$ cat src/rtl/layer_sequencer.sv
// Forward-pass sequencer: steps one shared neuron bank through NUM_LAYERS layers of
// varying width, feeding each layer's collected results back as the next layer's inputs.
module layer_sequencer #(
    parameter int NUM_NEURON = 6,
    parameter int INPUT_SIZE = 9,
    parameter int NUM_LAYERS = 4,
    parameter int LSIZE_W    = 4,
    parameter logic [NUM_LAYERS*LSIZE_W-1:0] LAYER_SIZES = {4'd2, 4'd6, 4'd6, 4'd6},
    parameter int ADDR_SIZE  = 10
) (
    input  logic                             clk,
    input  logic                             rst,
    input  logic                             start,
    output logic                             start_ready,
    input  logic [NUM_NEURON*INPUT_SIZE-1:0] start_input,
    input  logic                             abort,
    input  logic [NUM_NEURON*INPUT_SIZE-1:0] layer_output,
    input  logic [NUM_NEURON-1:0]            layer_output_valid,
    output logic                             layer_start,
    output logic [NUM_NEURON-1:0]            active,
    output logic [NUM_NEURON*INPUT_SIZE-1:0] layer_input,
    output logic [$clog2(NUM_LAYERS):0]      layer_num,
    output logic [ADDR_SIZE-1:0]             weight_base,
    output logic [NUM_NEURON*INPUT_SIZE-1:0] final_output,
    output logic                             final_valid,
    output logic                             busy,
    output logic                             error
);

    localparam int LN_W   = $clog2(NUM_LAYERS) + 1;
    localparam int TBL_N  = 2 ** LN_W;
    localparam int LANE_W = NUM_NEURON * INPUT_SIZE;

    typedef logic [TBL_N-1:0][ADDR_SIZE-1:0]  base_tbl_t;
    typedef logic [TBL_N-1:0][NUM_NEURON-1:0] mask_tbl_t;

    // Tables are padded to the full layer_num range so indexing needs no width fixups.
    function automatic base_tbl_t build_bases();
        base_tbl_t            t;
        logic [ADDR_SIZE-1:0] acc;
        t   = '0;
        acc = '0;
        for (int l = 0; l < NUM_LAYERS; l++) begin
            t[l] = acc;
            acc  = acc + ADDR_SIZE'(LAYER_SIZES[l*LSIZE_W +: LSIZE_W]);
        end
        return t;
    endfunction

    function automatic mask_tbl_t build_masks();
        mask_tbl_t t;
        t = '0;
        for (int l = 0; l < NUM_LAYERS; l++)
            for (int i = 0; i < NUM_NEURON; i++)
                t[l][i] = (i < int'(LAYER_SIZES[l*LSIZE_W +: LSIZE_W]));
        return t;
    endfunction

    localparam base_tbl_t BASES = build_bases();
    localparam mask_tbl_t MASKS = build_masks();

    typedef enum logic [1:0] {IDLE, ISSUE, WAIT, DONE} state_t;

    state_t                state;
    logic [NUM_NEURON-1:0] collected;
    logic [LANE_W-1:0]     captured;

    logic [NUM_NEURON-1:0] hit;
    logic [LANE_W-1:0]     capture_next;
    logic [LANE_W-1:0]     capture_masked;
    logic                  complete;
    logic                  last_layer;
    logic                  stray_valid;
    logic [LN_W-1:0]       next_num;

    assign hit         = layer_output_valid & active;
    assign stray_valid = |(layer_output_valid & ~active);
    assign complete    = ((collected | hit) == active);
    assign last_layer  = (layer_num == LN_W'(NUM_LAYERS - 1));
    assign next_num    = layer_num + 1'b1;
    assign start_ready = (state == IDLE);
    assign busy        = (state != IDLE);

    always_comb begin
        capture_next   = captured;
        capture_masked = '0;
        for (int i = 0; i < NUM_NEURON; i++) begin
            if (hit[i])
                capture_next[i*INPUT_SIZE +: INPUT_SIZE] = layer_output[i*INPUT_SIZE +: INPUT_SIZE];
            if (active[i])
                capture_masked[i*INPUT_SIZE +: INPUT_SIZE] = capture_next[i*INPUT_SIZE +: INPUT_SIZE];
        end
    end

    always_ff @(posedge clk or negedge rst) begin
        if (!rst) begin
            state        <= IDLE;
            layer_start  <= 1'b0;
            active       <= '0;
            layer_input  <= '0;
            layer_num    <= '0;
            weight_base  <= '0;
            final_output <= '0;
            final_valid  <= 1'b0;
            error        <= 1'b0;
            collected    <= '0;
            captured     <= '0;
        end else begin
            layer_start <= 1'b0;
            final_valid <= 1'b0;
            case (state)
                IDLE: begin
                    if (start && !abort) begin
                        layer_input <= start_input;
                        layer_num   <= '0;
                        weight_base <= '0;
                        error       <= 1'b0;
                        active      <= MASKS[0];
                        layer_start <= 1'b1;
                        state       <= ISSUE;
                    end
                end
                ISSUE: begin
                    collected <= '0;
                    if (abort) begin
                        active <= '0;
                        state  <= IDLE;
                    end else begin
                        state <= WAIT;
                    end
                end
                WAIT: begin
                    captured  <= capture_next;
                    collected <= collected | hit;
                    if (stray_valid)
                        error <= 1'b1;
                    // Abort wins over a completion landing in the same cycle.
                    if (abort) begin
                        active <= '0;
                        state  <= IDLE;
                    end else if (complete) begin
                        if (last_layer) begin
                            final_output <= capture_masked;
                            final_valid  <= 1'b1;
                            active       <= '0;
                            state        <= DONE;
                        end else begin
                            layer_input <= capture_masked;
                            layer_num   <= next_num;
                            weight_base <= BASES[next_num];
                            active      <= MASKS[next_num];
                            layer_start <= 1'b1;
                            state       <= ISSUE;
                        end
                    end
                end
                DONE: begin
                    active <= '0;
                    state  <= IDLE;
                end
                default: state <= IDLE;
            endcase
        end
    end

endmodule
$ cat config.mk
export PLATFORM = sky130hd
export DESIGN_NAME = layer_sequencer
export DESIGN_NICKNAME = d
export VERILOG_FILES = /design/src/rtl/layer_sequencer.sv
export SDC_FILE = /design/constraint.sdc
export NUM_CORES = 1
export LEC_CHECK = 0
export BUFFER_PORTS_ARGS = -buffer_cell sky130_fd_sc_hd__buf_2
export CORE_MARGIN = 5
export CORE_UTILIZATION = 53
export DETAILED_ROUTE_END_ITERATION = 8
export PLACE_DENSITY_LB_ADDON = 0.05
export SYNTH_ARGS = -nofsm -noshare
export SYNTH_HDL_FRONTEND = slang
export SYNTH_SLANG_ARGS = --single-unit
$ cat constraint.sdc
create_clock -name clk -period 2.8 [get_ports clk]
set_input_delay 0 -clock clk [delete_from_list [all_inputs] [get_ports clk]]
set_output_delay 0 -clock clk [all_outputs]
set_load 0.02 [all_outputs]
=== After elaboration in Yosys (flattened, before gate mapping) ===
Memory sizes are Yosys's and may differ from the RTL's.
Cells that the tools add are included.

* Register bits: 192
* Latch bits: 0
* RAM bits: 0
* Memory bits (read-only): 128
* Input bits: 118
* Word-level logic and storage cells: 98
* Memories kept: 2

{| class="wikitable"
|+ Memory list
! name !! words !! bits a word !! rd ports !! clocked after Yosys merged registers in !! write ports !! RTL line !! source
|-
| (name not given) || 8 || 10 || 1 || 0 || 0 || 150 || <nowiki>weight_base <= BASES[next_num];</nowiki>
|-
| (name not given) || 8 || 6 || 1 || 0 || 0 || 151 || <nowiki>active <= MASKS[next_num];</nowiki>
|}

* Add/sub/neg operators: 1
* Multipliers: 0
* Divide/modulo/power cells: 0
* Order comparisons: 1
* Equal/unequal tests: 12
* Shift-type cells: 0
* Mux-type cells: 54
* Bitwise operators: 5
* Reductions and logical operators: 12

{| class="wikitable"
|+ Operators by type and width
! cell !! count
|-
| $mux 54 || 4
|-
| $mux 9 || 12
|-
| $pmux 54 s2 || 1
|-
| $mux 10 || 5
|-
| $mux 6 || 6
|-
| $pmux 6 s4 || 1
|-
| $pmux 10 s2 || 1
|-
| $and 6x6->6 || 2
|-
| $mux 3 || 4
|-
| $pmux 6 s2 || 1
|-
| $mux 1 || 10
|-
| $mux 2 || 5
|-
| $ne 2x2->1 const B || 5
|-
| $pmux 2 s4 || 1
|-
| $eq 6x6->1 || 1
|-
| $not 6->6 || 1
|-
| $or 6x6->6 || 1
|-
| $pmux 3 s2 || 1
|-
| $reduce_and 3->1 || 2
|-
| $reduce_bool 2->1 || 3
|-
| $reduce_or 6->1 || 1
|-
| $reduce_and 5->1 || 1
|-
| $eq 2x2->1 const B || 2
|-
| $lt 3x4->1 const B || 1
|-
| other kinds (12) || 13
|}

=== Depth between registers and ports, before layout ===
Gate-level depths: netlist (run 1).

* Depth after elaboration: 7
* Mapped depth: 9
* Mapped depth without buffers: 7

=== Worst setup path after synthesis (run 1) ===
Ideal clock, no wire load.

* Path type: register -> register
* Start: register layer_num[0]
* End: register layer_input[0]
* Setup time: 0.125 ns
* Arrival: 2.193 ns
* Path slack: 0.482 ns
* Cell stages (with the launch flop): 9
* Path buffers: 2
* Clock period less this slack: 2.318 ns
* Cell sequence: dfrtp_1 -> ha_1 -> ha_1 -> nor2_1 -> a21boi_0 -> a21o_4 -> buf_12 -> buf_12 -> mux2_4

* Cells in the longest elaborated chain, start to end: 3

{| class="wikitable"
|+ RTL lines
! element !! RTL line !! source
|-
| from (decl) || 22 || <nowiki>output logic [$clog2(NUM_LAYERS):0] layer_num,</nowiki>
|-
| from (signal assigned) || 149 || <nowiki>layer_num <= next_num;</nowiki>
|-
| $eq 3x2->1 || 79 || <nowiki>assign last_layer = (layer_num == LN_W'(NUM_LAYERS - 1));</nowiki>
|-
| $ne 2x2->1 (no line) || n/a ||
|-
| $reduce_and 5->1 (no line) || n/a ||
|-
| to (signal assigned) || 114 || <nowiki>layer_input <= start_input;</nowiki>
|-
| to (signal assigned) || 148 || <nowiki>layer_input <= capture_masked;</nowiki>
|-
| to (decl) || 21 || <nowiki>output logic [NUM_NEURON*INPUT_SIZE-1:0] layer_input,</nowiki>
|}

Every way passes these cells.
A chain may end at the register's enable or synchronous reset.

=== Worst setup path after layout (run 1) ===
* Start: register layer_num[0]
* End: register layer_input[32]

The elaborated chain is that of the path after synthesis.

==> key figures, run 1 <==
Floorplan
  – IO Count: 250
  – Std cell rows: 48
  – Starting Density: 0.5334
  – Die area: 19950 um^2
  – Placeable Area: 17120 um^2
  – DIE HEIGHT: 141.3 um
  – Die W: around 140 um

STA
  – RSZ-0062 raised after global routing: no
  – Setup TNS: 0 ps
  – Worst Clk Skew: 8.678 ps
  – Slew margin rel.: 0.5349
  – Tcrit/Tclk final: 0.9057
  – Final min period: 2536 ps
  – Hold Vio Cnt, Final: 0
  – Worst slew pin tran: 695.3 ps
  – Final setup viols: 0
  – Hold_ws: 22.19 ps
  – Fmax: 394.3 MHz
  – Slew Limit Fails: 0

Global routing
  – Largest net degree at the start of global routing: 86
  – Initial antenna violation count: 0
  – First-pass GRT wire length: 37.21 mm
  – Gr ovfl total: 0
  – GR Util All Layers: 0.2309
  – Vias in the first global route: slightly above 7k

Synth
  – Combinational family with the most area after synthesis: multiplexers
  – Top cells by area, synth: dfrtp_1, mux2_2, mux2_4
  – Most frequent cell after synthesis: dfrtp_1
  – Complex-gate fraction of the synthesized area: 0.08730
  – Yosys top cell by area: dfrtp_1
  – Post-synthesis mux area share: 0.2282
  – Post-synthesis cell type count: 48
  – Simple logic cell fraction of the synthesized area: 0.09853
  – Async set or reset register ratio after synthesis: 1.000
  – Synth Area in Adders: 0.01233
  – Yosys warning count: 0
  – #FFs+latches synth: 182
  – Post-synthesis cell count: 826
  – Synth Cell Area: 9130 um^2
  – Synth top area share: 0.4988
  – Synth top cells by count: dfrtp_1, o21ai_0, nand2_1
  – Number of synthesized flops with an enable pin: 0
  – Post-synth top flop: dfrtp_1
  – Syn Area/Cell: 11.05 um^2
  – Register area share after synthesis: 0.4988
  – XOR/XNOR share of the synthesized area: 0.0009593

CTS
  – Total clock sinks: 182
  – CTS tree: built
  – Worst-path clk slew: 70 ps
  – Largest buffer count on any clock path: 2
  – Post_cts resized: 0
  – Clock buffer count from CTS: 17
  – H-tree Lvls: 4
  – Worst-Skew Late Latency: 420 ps
  – Root buf cell: clkbuf_16

Place
  – Placed insts: 1250
  – IO buf count: ~240
  – Placer Congestion: about 0.79
  – Detail Placement HPWL: 14.84 mm

Layout
  – Layout cells sized above 1: 0.4005
  – ANT cells: 0
  – Layout net count: between 1k and 1.5k
  – Final Instance Count excl. Fillers: 1386
  – Area Overhead vs Synth: 31.60%
  – Fillers: approximately 1.3k
  – Final core occ: 0.7020

Setup path
  – Critical Path RT: 3110 ps
  – Crit. End Element: flip-flop
  – Register-to-register setup slack: roughly 260 ps
  – Crit-path max FO: 25
  – Critical path class: reg -> reg
  – Element type at the critical path start: flip-flop
  – Critical path arrival: 2840 ps

Power
  – Sw Pwr: 3.798 mW
  – P_int: 6.989 mW
  – Clock share of power: 0.218
  – Leakage: around 6 nW
  – Peak VDD IR: 0.0005854 V
  – Tot Pwr: 10.79 mW
  – Flop pwr share: 0.370
  – P per Cell Area: 897.8 nW/um^2
  – Logic pwr share: 0.411
  – Sw Share: 0.3521

Route
  – DRC marker count from the first detailed-route iteration: 269
  – Via count: between 7k and 8k
  – WL final: 22.73 mm
  – DR DRC count: 0
  – Drt pass-1 iters: 4
  – DRT antenna net count: 0
  – Routed len/inst: 16.40 um
  – Vias per cell: between 5 and 6

Min path
  – Hold WC Path Type: in -> reg

Job
  – Max-cap viol count: 0

Outcome
  – Status: complete, no violations
-- placed cells by master, fill, tap and decap left out, types with 6 or more instances in the layout --
| cell | instances |
|---|---|
| buf_2 | 242 |
| dfrtp_1 | 181 |
| o21ai_0 | 114 |
| nand2_1 | 111 |
| mux2_2 | 109 |
| dlygate4sd3_1 | 105 |
| inv_1 | 62 |
| nand3_1 | 61 |
| mux2_4 | 57 |
| clkbuf_16 | 17 |
| nor2_1 | 13 |
| buf_4 | 9 |
| ha_1 | 8 |
| a31oi_1 | 7 |
| conb_1 | 6 |
-- metrics by stage --
step,setup WS [ps],cell area [um^2]
floorplan,481.8,9149
global placement,381.6,10380
detailed placement,297.7,10380
CTS,280.2,12020
global route,44.64,12020
finish,264.1,12020
-- routing by layer --
layer,wire [um],GRT usage,vias up
li1,-,-,3433
met1,10220,0.3205,3420
met2,10980,0.3695,194
met3,1194,0.05022,26
met4,344,0.06476,0
met5,0,0,-
-- power groups by stage --
stage          Clock (mW)  Combinational [mW]  Sequential, mW
4_1_cts              2.42                4.47            4.00
2_1_floorplan           0                2.81            4.48
6_report             2.36                4.44            4.00
3_5_place_dp            0                4.34            4.02
5_1_grt              2.53                4.82            4.11
3_3_place_gp            0                4.27            4.02
-- final timing paths --
kind                                   from  cells after the start               end
setup / recovery               layer_num[0]                      7   layer_input[32]
hold / removal              start_input[17]                      4   layer_input[17]
setup reg to reg               layer_num[0]                      7   layer_input[32]
hold reg to reg            final_output[27]                      2  final_output[27]
max in group asynchronous               rst                      3    weight_base[1]
min in group asynchronous               rst                      3  final_output[41]
-- repair_timing --
item | in CTS | in global routing
hold endpoints to repair | 287 | 0
hold buffers | 105 | 0
buffers inserted | 0 | 0
-- layout make-up --
class,instances,area [um^2],area share
Tap cell,225,281.5,0.02343
Multi-Input combinational cell,525,3936,0.3276
Clock inverter,9,93.84,0.007810
Timing Repair Buffer,361,2421,0.2015
Clock buffer,22,494.2,0.04113
Sequential cell,182,4556,0.3792
Inverter,62,232.7,0.01937
-- kinds of logic after synthesis --
logic type,after synthesis
compound gates,141
xor+xnor,1
fa+ha+maj,9
buf+inv,124
flops,182
mux,166
other cells,1
simple gates,202
-- critical path: stages (launching register included) --
cell and delay [ps]:
dfrtp_1 430, ha_1 230, ha_1 250, nor2_1 150, a21boi_0 470, a21o_4 310
buf_12 250, mux2_4 320
-- sequential cells by signal, summed over array words and instances, names as in the netlist --
signal and cells:
final_valid 1, final_output 54, collected 6, error 1
weight_base 4, active 2, layer_input 54, layer_start 1
layer_num 3, state 2, captured 54
(Power assumes the default switching activity.)
==> run 2, diff against run 1 <==
--- a/config.mk
+++ b/config.mk
@@ -6,7 +6,7 @@
 export NUM_CORES = 1
 export LEC_CHECK = 0
 export BUFFER_PORTS_ARGS = -buffer_cell sky130_fd_sc_hd__buf_2
-export CORE_MARGIN = 5
+export CORE_MARGIN = 3
 export CORE_UTILIZATION = 53
 export DETAILED_ROUTE_END_ITERATION = 8
 export PLACE_DENSITY_LB_ADDON = 0.05
==> constraint.sdc (replaced) <==
create_clock -name clk -period 2.8 [get_ports clk]
set_input_delay 0 -clock clk [delete_from_list [all_inputs] [get_ports clk]]
set_output_delay 0 -clock clk [all_outputs]
set_load 0.1 [all_outputs]
==> run 2 against run 1 <==
Effect of this change:
- fmax fell by 1.6%
- highest routed layer unchanged
- hold slack got worse by 8.1 ps
- non-clock buffer count rose by 1
- cell count fell by 0.22%
- flip-flop and latch count did not move
- via count rose by 0.23%
- critical path type unchanged
- power rose by 31%
==> key figures, run 2 (synthesized netlist as in run 1, its figures left out) <==
Layout
  – Reg area: 4556 um^2
  – Most common cell after layout, fill and taps aside: buf_2
  – Regs by FF count: captured x54, final_output x54, layer_input x54
  – Area Overhead vs Synth: 32.26%
  – Commonest non-fill, non-tap cells in the layout: buf_2, dfrtp_1, o21ai_0, nand2_1, mux2_2
  – Layout cells sized above 1: 0.4041
  – ANT cells: 0
  – Multi-input logic area: 3955 um^2
  – Layout net count: 1277
  – Final Instance Count excl. Fillers: 1383
  – Fillers: 1228

Global routing
  – First-pass GRT wire length: around 36 mm
  – GR Util All Layers: 0.2439
  – Largest net degree at the start of global routing: 74
  – Vias in the first global route: 7240
  – Initial antenna violation count: 0
  – Gr ovfl total: 0

CTS
  – Hold_buf cts: 105
  – Worst-path clk slew: 70 ps
  – Worst-Skew Late Latency: 420 ps
  – H-tree Lvls: 4
  – Post-CTS setup buffer count: 0
  – Post_cts resized: 0
  – Clock buffer count from CTS: 17
  – Largest buffer count on any clock path: 2
  – Total clock sinks: between 150 and 200
  – CTS tree: built
  – Root buf cell: clkbuf_16

Power
  – Leakage: 6.019 nW
  – Peak VDD IR: 0.001172 V
  – P per Cell Area: 1172 nW/um^2

STA
  – Final min period: 2578 ps
  – Fmax: 387.9 MHz
  – Slew margin rel.: 0.5356
  – Hold Vio Cnt, Final: 0
  – RSZ-0062 raised after global routing: no
  – Worst Clk Skew: 11.84 ps
  – Tcrit/Tclk final: 0.9207
  – Setup TNS: 0 ps
  – Slew Limit Fails: 0
  – Worst slew pin tran: 696.5 ps
  – Hold_ws: 14.05 ps
  – Final setup viols: 0

Setup path
  – Element type at the critical path start: flip-flop
  – Critical path arrival: 2880 ps
  – Crit. End Element: flip-flop
  – Critical path class: reg -> reg
  – Critical Path RT: 3100 ps
  – Crit-path max FO: between 40 and 50

Floorplan
  – Placeable Area: 16700 um^2
  – Die W: 137.3 um
  – Std cell rows: 47
  – DIE HEIGHT: 137.3 um
  – IO Count: 250
  – Die area: 18840 um^2
  – Starting Density: 0.5467

Place
  – Placer Congestion: ~0.84
  – Placed insts: 1246
  – IO buf count: 243
  – Detail Placement HPWL: between 10 and 15 mm

Route
  – Drt pass-1 iters: 6
  – Vias per cell: 5.126
  – WL final: approximately 23 mm
  – Via count: 7089
  – DRT antenna net count: 0
  – DRC marker count from the first detailed-route iteration: 282
  – Routed len/inst: 16.32 um
  – DR DRC count: 0

Outcome
  – Status: complete, no violations

Job
  – Max-cap viol count: 0

Min path
  – Hold WC Path Type: in -> reg
## run 2: worst paths after layout
kind                                        from          endpoint  slack (ps)  depth (start not counted)
worst max-delay path                layer_num[0]   layer_input[46]         220                          7
worst min-delay path             start_input[21]   layer_input[21]          10                          4
worst max register to register      layer_num[0]   layer_input[46]         220                          7
worst min register to register  final_output[28]  final_output[28]         470                          2
max in group asynchronous                    rst      collected[2]        1780                          3
min in group asynchronous                    rst      captured[41]         150                          2
## run 2: final cells by class
class,instances,share of cell area
Sequential cell,182,0.3773
Clock buffer,17,0.03523
Clock inverter,15,0.01855
Tap cell,220,0.02280
Multi-Input combinational cell,525,0.3275
Timing Repair Buffer,362,0.1990
Inverter,62,0.01958
## run 2: per-stage QoR
step	power, mW	setup slack (ps)	area [um^2]	utilization
after detailed placement	11.43	268.4	10380	0.6212
after CTS	14.22	248.2	12080	0.7230
after global placement	11.34	326.0	10380	0.6212
final	14.15	222.1	12080	0.7230
after global routing	14.82	56.74	12080	0.7230
after floorplan	10.34	40.96	9171	-
## run 2: critical path, stage by stage (launching register included)
cell,delay (ps)
dfrtp_1,430
ha_1,230
ha_1,250
nor2_1,140
a21boi_0,470
a21o_4,220
buf_12,310
mux2_2,380
## run 2: layer usage
| layer | vias up | track usage | routed length (um) |
|---|---|---|---|
| li1 | 3442 | - | - |
| met1 | 3411 | 0.3305 | 10170 |
| met2 | 204 | 0.3948 | 10740 |
| met3 | 32 | 0.04748 | 1243 |
| met4 | 0 | 0.08426 | 410 |
| met5 | - | 0 | 0 |
## run 2: power breakdown
part / total (mW) / switching, mW / internal [mW]
logic: 7.50 / 5.37 / 2.13
registers: 3.99 / 0.480 / 3.51
clock network: 2.65 / 1.06 / 1.59
total: 14.1 / 6.91 / 7.24
